## config.mk

```make
export PLATFORM = sky130hd
export DESIGN_NAME = gb_cpu_interrupt_ctrl_flat
export DESIGN_NICKNAME = d
export VERILOG_FILES = /design/src/rtl/gb_cpu_common_pkg.sv /design/src/rtl/gb_cpu_interrupt_ctrl_if.sv /design/src/rtl/gb_cpu_irq_prio_enc.sv /design/src/rtl/gb_cpu_interrupt_ctrl.sv /design/src/flat_wrapper.sv
export SDC_FILE = /design/constraint.sdc
export NUM_CORES = 1
export LEC_CHECK = 0
export CORE_MARGIN = 2
export CORE_UTILIZATION = 37
export DETAILED_ROUTE_END_ITERATION = 10
export PLACE_DENSITY = 0.83
export SETUP_SLACK_MARGIN = 0.15
export SLEW_MARGIN = 20
export SYNTH_ARGS = -nofsm -noshare
export SYNTH_HDL_FRONTEND = slang
export SYNTH_SLANG_ARGS = --single-unit
```

## constraint.sdc

```tcl
create_clock -name clk -period 1.5 [get_ports clk]
set_input_delay 0.225 -clock clk [delete_from_list [all_inputs] [get_ports clk]]
set_output_delay 0.225 -clock clk [all_outputs]
set_load 0.1 [all_outputs]
```

## src/rtl/gb_cpu_common_pkg.sv

```systemverilog
// Shared Game Boy CPU definitions: interrupt controller states, IRQ bit indices
// and memory-mapped interrupt register addresses.
package gb_cpu_common_pkg;

  typedef enum logic [1:0] {
    IRQ_RUN      = 2'd0,
    IRQ_HALT     = 2'd1,
    IRQ_DISPATCH = 2'd2
  } irq_state_t;

  localparam int IRQ_VBLANK = 0;
  localparam int IRQ_STAT   = 1;
  localparam int IRQ_TIMER  = 2;
  localparam int IRQ_SERIAL = 3;
  localparam int IRQ_JOYPAD = 4;

  localparam logic [15:0] REG_IF_ADDR = 16'hFF0F;
  localparam logic [15:0] REG_IE_ADDR = 16'hFFFF;

endpackage

```

## src/rtl/gb_cpu_interrupt_ctrl_if.sv

```systemverilog
// Scheduler/CPU-side bundle of the interrupt controller: request strobes,
// IE/IF register access and the dispatch status seen by the control mux.
interface gb_cpu_interrupt_ctrl_if #(parameter int NUM_IRQ = 5);
  logic               instr_boundary;
  logic               ei_request;
  logic               di_request;
  logic               reti_request;
  logic               halt_request;
  logic [NUM_IRQ-1:0] irq;
  logic               reg_wr_en;
  logic               reg_sel;
  logic [7:0]         reg_wr_data;
  logic [7:0]         if_rd_data;
  logic [7:0]         ie_rd_data;
  logic               ime;
  logic               halted;
  logic               int_dispatch;
  logic [2:0]         dispatch_step;
  logic [15:0]        dispatch_vector;
  logic               vector_latched;

  modport master (
    output instr_boundary, ei_request, di_request, reti_request, halt_request,
           irq, reg_wr_en, reg_sel, reg_wr_data,
    input  if_rd_data, ie_rd_data, ime, halted, int_dispatch, dispatch_step,
           dispatch_vector, vector_latched
  );

  modport slave (
    input  instr_boundary, ei_request, di_request, reti_request, halt_request,
           irq, reg_wr_en, reg_sel, reg_wr_data,
    output if_rd_data, ie_rd_data, ime, halted, int_dispatch, dispatch_step,
           dispatch_vector, vector_latched
  );
endinterface

```

## src/rtl/gb_cpu_irq_prio_enc.sv

```systemverilog
// Lowest-set-bit priority encoder: bit 0 (VBlank) wins.
module gb_cpu_irq_prio_enc #(
  parameter int N     = 5,
  parameter int IDX_W = 3
) (
  input  logic [N-1:0]     req,
  output logic [IDX_W-1:0] idx,
  output logic             valid
);

  always_comb begin
    idx   = '0;
    valid = |req;
    for (int i = N - 1; i >= 0; i--) begin
      if (req[i]) idx = IDX_W'(i);
    end
  end

endmodule

```

## src/rtl/gb_cpu_interrupt_ctrl.sv

```systemverilog
// Interrupt controller: IME/IE/IF, HALT handling and the 5-M-cycle ISR entry
// sequence that takes over the control mux while int_dispatch is high.
module gb_cpu_interrupt_ctrl
  import gb_cpu_common_pkg::*;
#(
  parameter int          NUM_IRQ     = 5,
  parameter logic [7:0]  VECTOR_BASE = 8'h40
) (
  input logic                    clk,
  input logic                    reset,
  gb_cpu_interrupt_ctrl_if.slave bus
);

  localparam int IDX_W = $clog2(NUM_IRQ);
  localparam logic [1:0] ST_RUN      = IRQ_RUN;
  localparam logic [1:0] ST_HALT     = IRQ_HALT;
  localparam logic [1:0] ST_DISPATCH = IRQ_DISPATCH;

  logic [1:0]         state;
  logic [2:0]         step;
  logic               ime_q;
  logic [7:0]         ie_q;
  logic [NUM_IRQ-1:0] if_q;
  logic [NUM_IRQ-1:0] if_next;
  logic [NUM_IRQ-1:0] pending;
  logic [7:0]         vec_q;
  logic [7:0]         vec_now;
  logic [IDX_W-1:0]   svc_idx;
  logic               svc_valid;
  logic               in_dispatch;
  logic               step4;
  logic               start_dispatch;

  assign pending     = ie_q[NUM_IRQ-1:0] & if_q;
  assign in_dispatch = (state == ST_DISPATCH);
  assign step4       = in_dispatch && (step == 3'd4);

  gb_cpu_irq_prio_enc #(.N(NUM_IRQ), .IDX_W(IDX_W)) u_prio_enc (
    .req   (pending),
    .idx   (svc_idx),
    .valid (svc_valid)
  );

  assign vec_now = svc_valid ? (VECTOR_BASE + (8'(svc_idx) << 3)) : 8'h00;

  assign start_dispatch = ime_q && (|pending) &&
                          (((state == ST_RUN) && bus.instr_boundary) || (state == ST_HALT));

  // Peripheral pulses are OR'd last so they survive a CPU write or a dispatch clear.
  always_comb begin
    if_next = (bus.reg_wr_en && !bus.reg_sel) ? bus.reg_wr_data[NUM_IRQ-1:0] : if_q;
    if (step4 && svc_valid) if_next[svc_idx] = 1'b0;
    if_next = if_next | bus.irq;
  end

  always_ff @(posedge clk) begin
    if (!reset) begin
      state <= ST_RUN;
      step  <= 3'd0;
      ime_q <= 1'b0;
      ie_q  <= 8'h00;
      if_q  <= '0;
      vec_q <= 8'h00;
    end else begin
      if_q <= if_next;
      if (bus.reg_wr_en && bus.reg_sel) ie_q <= bus.reg_wr_data;

      if (start_dispatch)                         ime_q <= 1'b0;
      else if (!in_dispatch && bus.di_request)    ime_q <= 1'b0;
      else if (bus.reti_request)                  ime_q <= 1'b1;
      else if (!in_dispatch && bus.ei_request)    ime_q <= 1'b1;

      if (step4) vec_q <= vec_now;

      case (state)
        ST_RUN: begin
          if (start_dispatch) begin
            state <= ST_DISPATCH;
            step  <= 3'd1;
          end else if (bus.halt_request) begin
            state <= ST_HALT;
          end
        end
        ST_HALT: begin
          if (start_dispatch) begin
            state <= ST_DISPATCH;
            step  <= 3'd1;
          end else if (|pending) begin
            state <= ST_RUN;
          end
        end
        ST_DISPATCH: begin
          if (step == 3'd5) begin
            state <= ST_RUN;
            step  <= 3'd0;
          end else begin
            step <= step + 3'd1;
          end
        end
        default: begin
          state <= ST_RUN;
          step  <= 3'd0;
        end
      endcase
    end
  end

  assign bus.if_rd_data      = {{(8 - NUM_IRQ){1'b1}}, if_q};
  assign bus.ie_rd_data      = ie_q;
  assign bus.ime             = ime_q;
  assign bus.halted          = (state == ST_HALT);
  assign bus.int_dispatch    = in_dispatch;
  assign bus.dispatch_step   = step;
  assign bus.dispatch_vector = {8'h00, step4 ? vec_now : vec_q};
  assign bus.vector_latched  = step4;

endmodule

```

## src/flat_wrapper.sv

```systemverilog
// flat-port wrapper written by rule: the top's interface ports become plain ports
module gb_cpu_interrupt_ctrl_flat import gb_cpu_common_pkg::*;
#(
  parameter int          NUM_IRQ     = 5,
  parameter logic [7:0]  VECTOR_BASE = 8'h40
)
  (clk, reset, bus_instr_boundary, bus_ei_request, bus_di_request, bus_reti_request, bus_halt_request, bus_irq, bus_reg_wr_en, bus_reg_sel, bus_reg_wr_data, bus_if_rd_data, bus_ie_rd_data, bus_ime, bus_halted, bus_int_dispatch, bus_dispatch_step, bus_dispatch_vector, bus_vector_latched);
  gb_cpu_interrupt_ctrl_if #(.NUM_IRQ(NUM_IRQ)) bus_i ();
  input logic clk;
  input logic reset;
  input wire logic [$bits(bus_i.instr_boundary)-1:0] bus_instr_boundary;
  input wire logic [$bits(bus_i.ei_request)-1:0] bus_ei_request;
  input wire logic [$bits(bus_i.di_request)-1:0] bus_di_request;
  input wire logic [$bits(bus_i.reti_request)-1:0] bus_reti_request;
  input wire logic [$bits(bus_i.halt_request)-1:0] bus_halt_request;
  input wire logic [$bits(bus_i.irq)-1:0] bus_irq;
  input wire logic [$bits(bus_i.reg_wr_en)-1:0] bus_reg_wr_en;
  input wire logic [$bits(bus_i.reg_sel)-1:0] bus_reg_sel;
  input wire logic [$bits(bus_i.reg_wr_data)-1:0] bus_reg_wr_data;
  output wire logic [$bits(bus_i.if_rd_data)-1:0] bus_if_rd_data;
  output wire logic [$bits(bus_i.ie_rd_data)-1:0] bus_ie_rd_data;
  output wire logic [$bits(bus_i.ime)-1:0] bus_ime;
  output wire logic [$bits(bus_i.halted)-1:0] bus_halted;
  output wire logic [$bits(bus_i.int_dispatch)-1:0] bus_int_dispatch;
  output wire logic [$bits(bus_i.dispatch_step)-1:0] bus_dispatch_step;
  output wire logic [$bits(bus_i.dispatch_vector)-1:0] bus_dispatch_vector;
  output wire logic [$bits(bus_i.vector_latched)-1:0] bus_vector_latched;
  assign bus_i.instr_boundary = bus_instr_boundary;
  assign bus_i.ei_request = bus_ei_request;
  assign bus_i.di_request = bus_di_request;
  assign bus_i.reti_request = bus_reti_request;
  assign bus_i.halt_request = bus_halt_request;
  assign bus_i.irq = bus_irq;
  assign bus_i.reg_wr_en = bus_reg_wr_en;
  assign bus_i.reg_sel = bus_reg_sel;
  assign bus_i.reg_wr_data = bus_reg_wr_data;
  assign bus_if_rd_data = bus_i.if_rd_data;
  assign bus_ie_rd_data = bus_i.ie_rd_data;
  assign bus_ime = bus_i.ime;
  assign bus_halted = bus_i.halted;
  assign bus_int_dispatch = bus_i.int_dispatch;
  assign bus_dispatch_step = bus_i.dispatch_step;
  assign bus_dispatch_vector = bus_i.dispatch_vector;
  assign bus_vector_latched = bus_i.vector_latched;
  gb_cpu_interrupt_ctrl #(.NUM_IRQ(NUM_IRQ), .VECTOR_BASE(VECTOR_BASE)) u_core (.clk(clk), .reset(reset), .bus(bus_i));
endmodule
```

==> summary.md <==
| Metric | Value |
|---|---|
| Vias per cell | `5.18` |
| Worst path top cell family by delay | `simple AND/OR/NAND/NOR gates` |
| Clk slew on worst S/H paths | `0.14 ns` |
| Commonest cells after routing, fill and taps aside | `buf_12 (29), clkdlybuf4s50_1 (21), buf_4 (21)` |
| Initial antenna violation count | `0` |
| Post-DP HPWL | `2900 um` |
| Setup crit start | `u_core.state[0]` |
| Maximum Capacitance Violations | `0` |
| Critical path fanouts, max | `3` |
| Commonest non-fill, non-tap cell in the layout | `buf_12` |
| Switching power | `0.689 mW` |
| CP Cell Sequence | `nor3b_4 > nand2_4 > or3_4 > nand2_8 > buf_12` |
| Max incr delay on CP | `0.38 ns` |
| # fillers | `217` |
| Worst setup path end | `bus_dispatch_vector[4]` |
| Die Span Y | `64.3 um` |
| Pleak | `1.04 nW` |
| Area Overhead vs Synth | `88.3%` |
| Die extent in x | `64.3 um` |
| Worst Path Buf+Inv | `1` |
| Reg power frac | `44.1%` |
| IO Pins | `61` |
| Row Count | `21` |
| First-pass GRT wire length | `6390 um` |
| Post-route clock skew | `0.00106 ns` |
| # setup viols final | `14` |
| Clock sink count | `27` |
| Routability Congestion | `0.824` |
| Vias in the first global route | `1378` |
| RR Endpoint | `u_core.if_q[1]` |
| Root Buffer | `clkbuf_4` |
| Crit Path Class | `reg2out` |
| Endpoint type of the worst setup path | `primary output` |
| Syn. warnings | `0` |
| Worst Path Arrival | `1.68 ns` |
| CTS tree | `done` |
| RSZ-0062 raised after global routing | `yes` |
| CORE AREA | `3420 sq um` |
| Clk buf depth | `2` |
| Area after DPL | `2410 sq um` |
| Sequential fraction of the synthesis area | `40.1%` |
| TNS Setup | `-3.49 ns` |
| Total Routing Usage GR | `19.7%` |
| Wire per inst | `14.3 um` |
| Synthesized area per cell | `8.41 sq um` |
| Initial Util | `39.4%` |
| R2R depth | `9` |
| Gate power share | `38.0%` |
| Final Hold Fails | `0` |
| Total stage count of the critical path | `5` |
| Drt pass-1 iters | `4` |
| Drc violations | `0` |
| Worst path slowest cell | `or3_4` |
| R2r setup slk | `-0.16 ns` |
| Yosys cell types | `41` |
| Design Area, Final | `2530 sq um` |
| Sw frac | `39.1%` |
| Post-route ant nets | `0` |
| CTS Buf Count | `3` |
| Largest net degree at the start of global routing | `15` |
| Crit path time final | `1.90 ns` |
| Internal | `1.07 mW` |
| Slew Viols, Final | `0` |
| Vias | `1425` |
| Clock latency at the later pin of the worst-skew pair | `0.32 ns` |
| Cell Pwr Density | `695 nW/um^2` |
| Final WL | `3940 um` |
| Startpoint types | `flip-flop` |
| Buffers added on ports | `49` |
| Required time of the critical path | `1.27 ns` |
| F_max | `0.525 GHz` |
| Mapped Area | `1350 sq um` |
| Status | `complete, but fails checks` |
| Final period util | `127%` |
| Setup WS post-layout | `-0.404 ns` |
| Share of cells above drive strength 1 | `45.4%` |
| FF+latch count, synth | `27` |
| Die footprint | `4140 sq um` |
| VDD IR-drop max | `468 uV` |
| Failing checks | `negative setup slack` |
| Gr ovfl total | `0` |
| H-tree depth | `1` |
| Worst r2r src | `u_core.state[0]` |
| Nets@finish | `252` |
| N_diodes | `0` |
| Drt initial violations | `54` |
| HP Class | `in2reg` |
| Fin util | `74.2%` |
| Post-Syn Instances | `160` |
| Clock share of power | `17.9%` |
[repair_timing]
item / in CTS / in global routing
setup buffers: 4 / 0
gates resized for setup: 10 / 5
pin swaps: 5 / 4
hold buffers: 0 / 0
endpoints found under the setup margin: 18 / 24
[cell usage after synthesis]
| library cell | count | area, sq um |
|---|---|---|
| nand2_2 | 1 | 6.26 |
| a21oi_1 | 17 | 85.1 |
| mux2i_1 | 4 | 40.0 |
| nor3_1 | 1 | 5.00 |
| a32o_1 | 2 | 20.0 |
| o311a_1 | 1 | 10.0 |
| a211oi_1 | 1 | 7.51 |
| o211ai_1 | 1 | 7.51 |
| nor3b_4 | 1 | 18.8 |
| o31ai_1 | 2 | 15.0 |
| clkbuf_1 | 2 | 7.51 |
| buf_4 | 11 | 82.6 |
| nor4_1 | 1 | 6.26 |
| o221ai_1 | 1 | 8.76 |
| o2111ai_1 | 1 | 8.76 |
| a211o_1 | 1 | 8.76 |
| a31oi_1 | 2 | 12.5 |
| a21o_1 | 1 | 7.51 |
| inv_1 | 4 | 15.0 |
| nand3_1 | 9 | 45.0 |
| and2_1 | 6 | 37.5 |
| buf_6 | 1 | 11.3 |
| nor2b_1 | 2 | 12.5 |
| or3_4 | 1 | 11.3 |
| dfxtp_1 | 27 | 541 |
| a22oi_1 | 2 | 15.0 |
| a21oi_2 | 1 | 8.76 |
| buf_1 | 1 | 3.75 |
| o21ai_0 | 3 | 15.0 |
| nor2_1 | 4 | 15.0 |
| a41oi_1 | 1 | 8.76 |
| nand2_1 | 22 | 82.6 |
| buf_2 | 4 | 20.0 |
| o21a_1 | 4 | 30.0 |
| o221a_2 | 1 | 11.3 |
| conb_1 | 2 | 7.51 |
| and3_1 | 7 | 43.8 |
| or3b_1 | 1 | 8.76 |
| mux2_2 | 1 | 11.3 |
| o41ai_1 | 1 | 8.76 |
| nand2b_1 | 4 | 25.0 |
[tightest hold or removal path, stage by stage]
cell	delay [ns]
clkdlybuf4s50_1	0.40
nand3_1	0.06
a21oi_1	0.05
[logic make-up (layout without fill, tap and decap cells)]
logic type             after synthesis  after routing  share of synthesized area (%)
and+or+nand+nor                     60             60                           23.6
AOI/OAI and AO/OA                   43             43                           21.5
DFF                                 27             27                           40.1
buffers and inverters               23             83                           10.4
muxes                                5              5                           3.81
other                                2             11                          0.558
[final cells by class]
class / instances / area (sq um) / share of cell area (%)
timing repair buffer: 75 / 993 / 39.2
multi-input combinational: 119 / 842 / 33.2
sequential: 27 / 593 / 23.4
tap: 46 / 57.6 / 2.27
clock buffer: 4 / 26.3 / 1.04
inverter: 4 / 22.5 / 0.888
[registers in the layout, summed over array words and instances, names as in the netlist]
name	count
u_core.vec_q	8
u_core.state	2
u_core.bus.dispatch_step	3
u_core.bus.ie_rd_data	8
u_core.if_q	5
u_core.bus.ime	1
[worst min-delay path by stage]
| stage | from | to | slack, ns | depth (start not counted) |
|---|---|---|---|---|
| final | bus_reg_wr_data[6] | u_core.bus.ie_rd_data[6] | 0.45 | 3 |
| after global routing | bus_reg_wr_data[6] | u_core.bus.ie_rd_data[6] | 0.44 | 3 |
| after CTS | bus_reg_wr_data[6] | u_core.bus.ie_rd_data[6] | 0.45 | 3 |
| after detailed placement | u_core.vec_q[1] | u_core.vec_q[1] | 0.47 | 1 |
| after global placement | u_core.vec_q[0] | u_core.vec_q[0] | 0.47 | 1 |
| after floorplan | bus_irq[4] | u_core.if_q[4] | 0.34 | 2 |
[metrics by stage]
step | total power [mW] | setup WS (ns) | hold WS [ns] | std cells
CTS | 1.76 | -0.390 | 0.446 | 275
finish | 1.76 | -0.404 | 0.445 | 275
global placement | 1.44 | -0.0660 | 0.465 | 267
detailed placement | 1.44 | -0.0976 | 0.472 | 267
global route | 1.82 | -0.447 | 0.444 | 275
floorplan | 1.23 | -0.734 | 0.337 | 169
[power by group through the flow]
stage	Sequential, mW	Clock, mW	Combinational (mW)
5_1_grt	0.780	0.349	0.694
4_1_cts	0.774	0.320	0.662
3_3_place_gp	0.788	0	0.650
6_report	0.776	0.315	0.670
2_1_floorplan	0.954	0	0.275
3_5_place_dp	0.789	0	0.655
[per-layer routing]
layer	GRT usage [%]	vias up	wire (um)
li1	-	687	-
met4	6.38	0	21
met5	0	-	0
met3	3.35	2	192
met2	33.3	52	2010
met1	25.3	684	1720
Power figures use the tool's default switching activity.
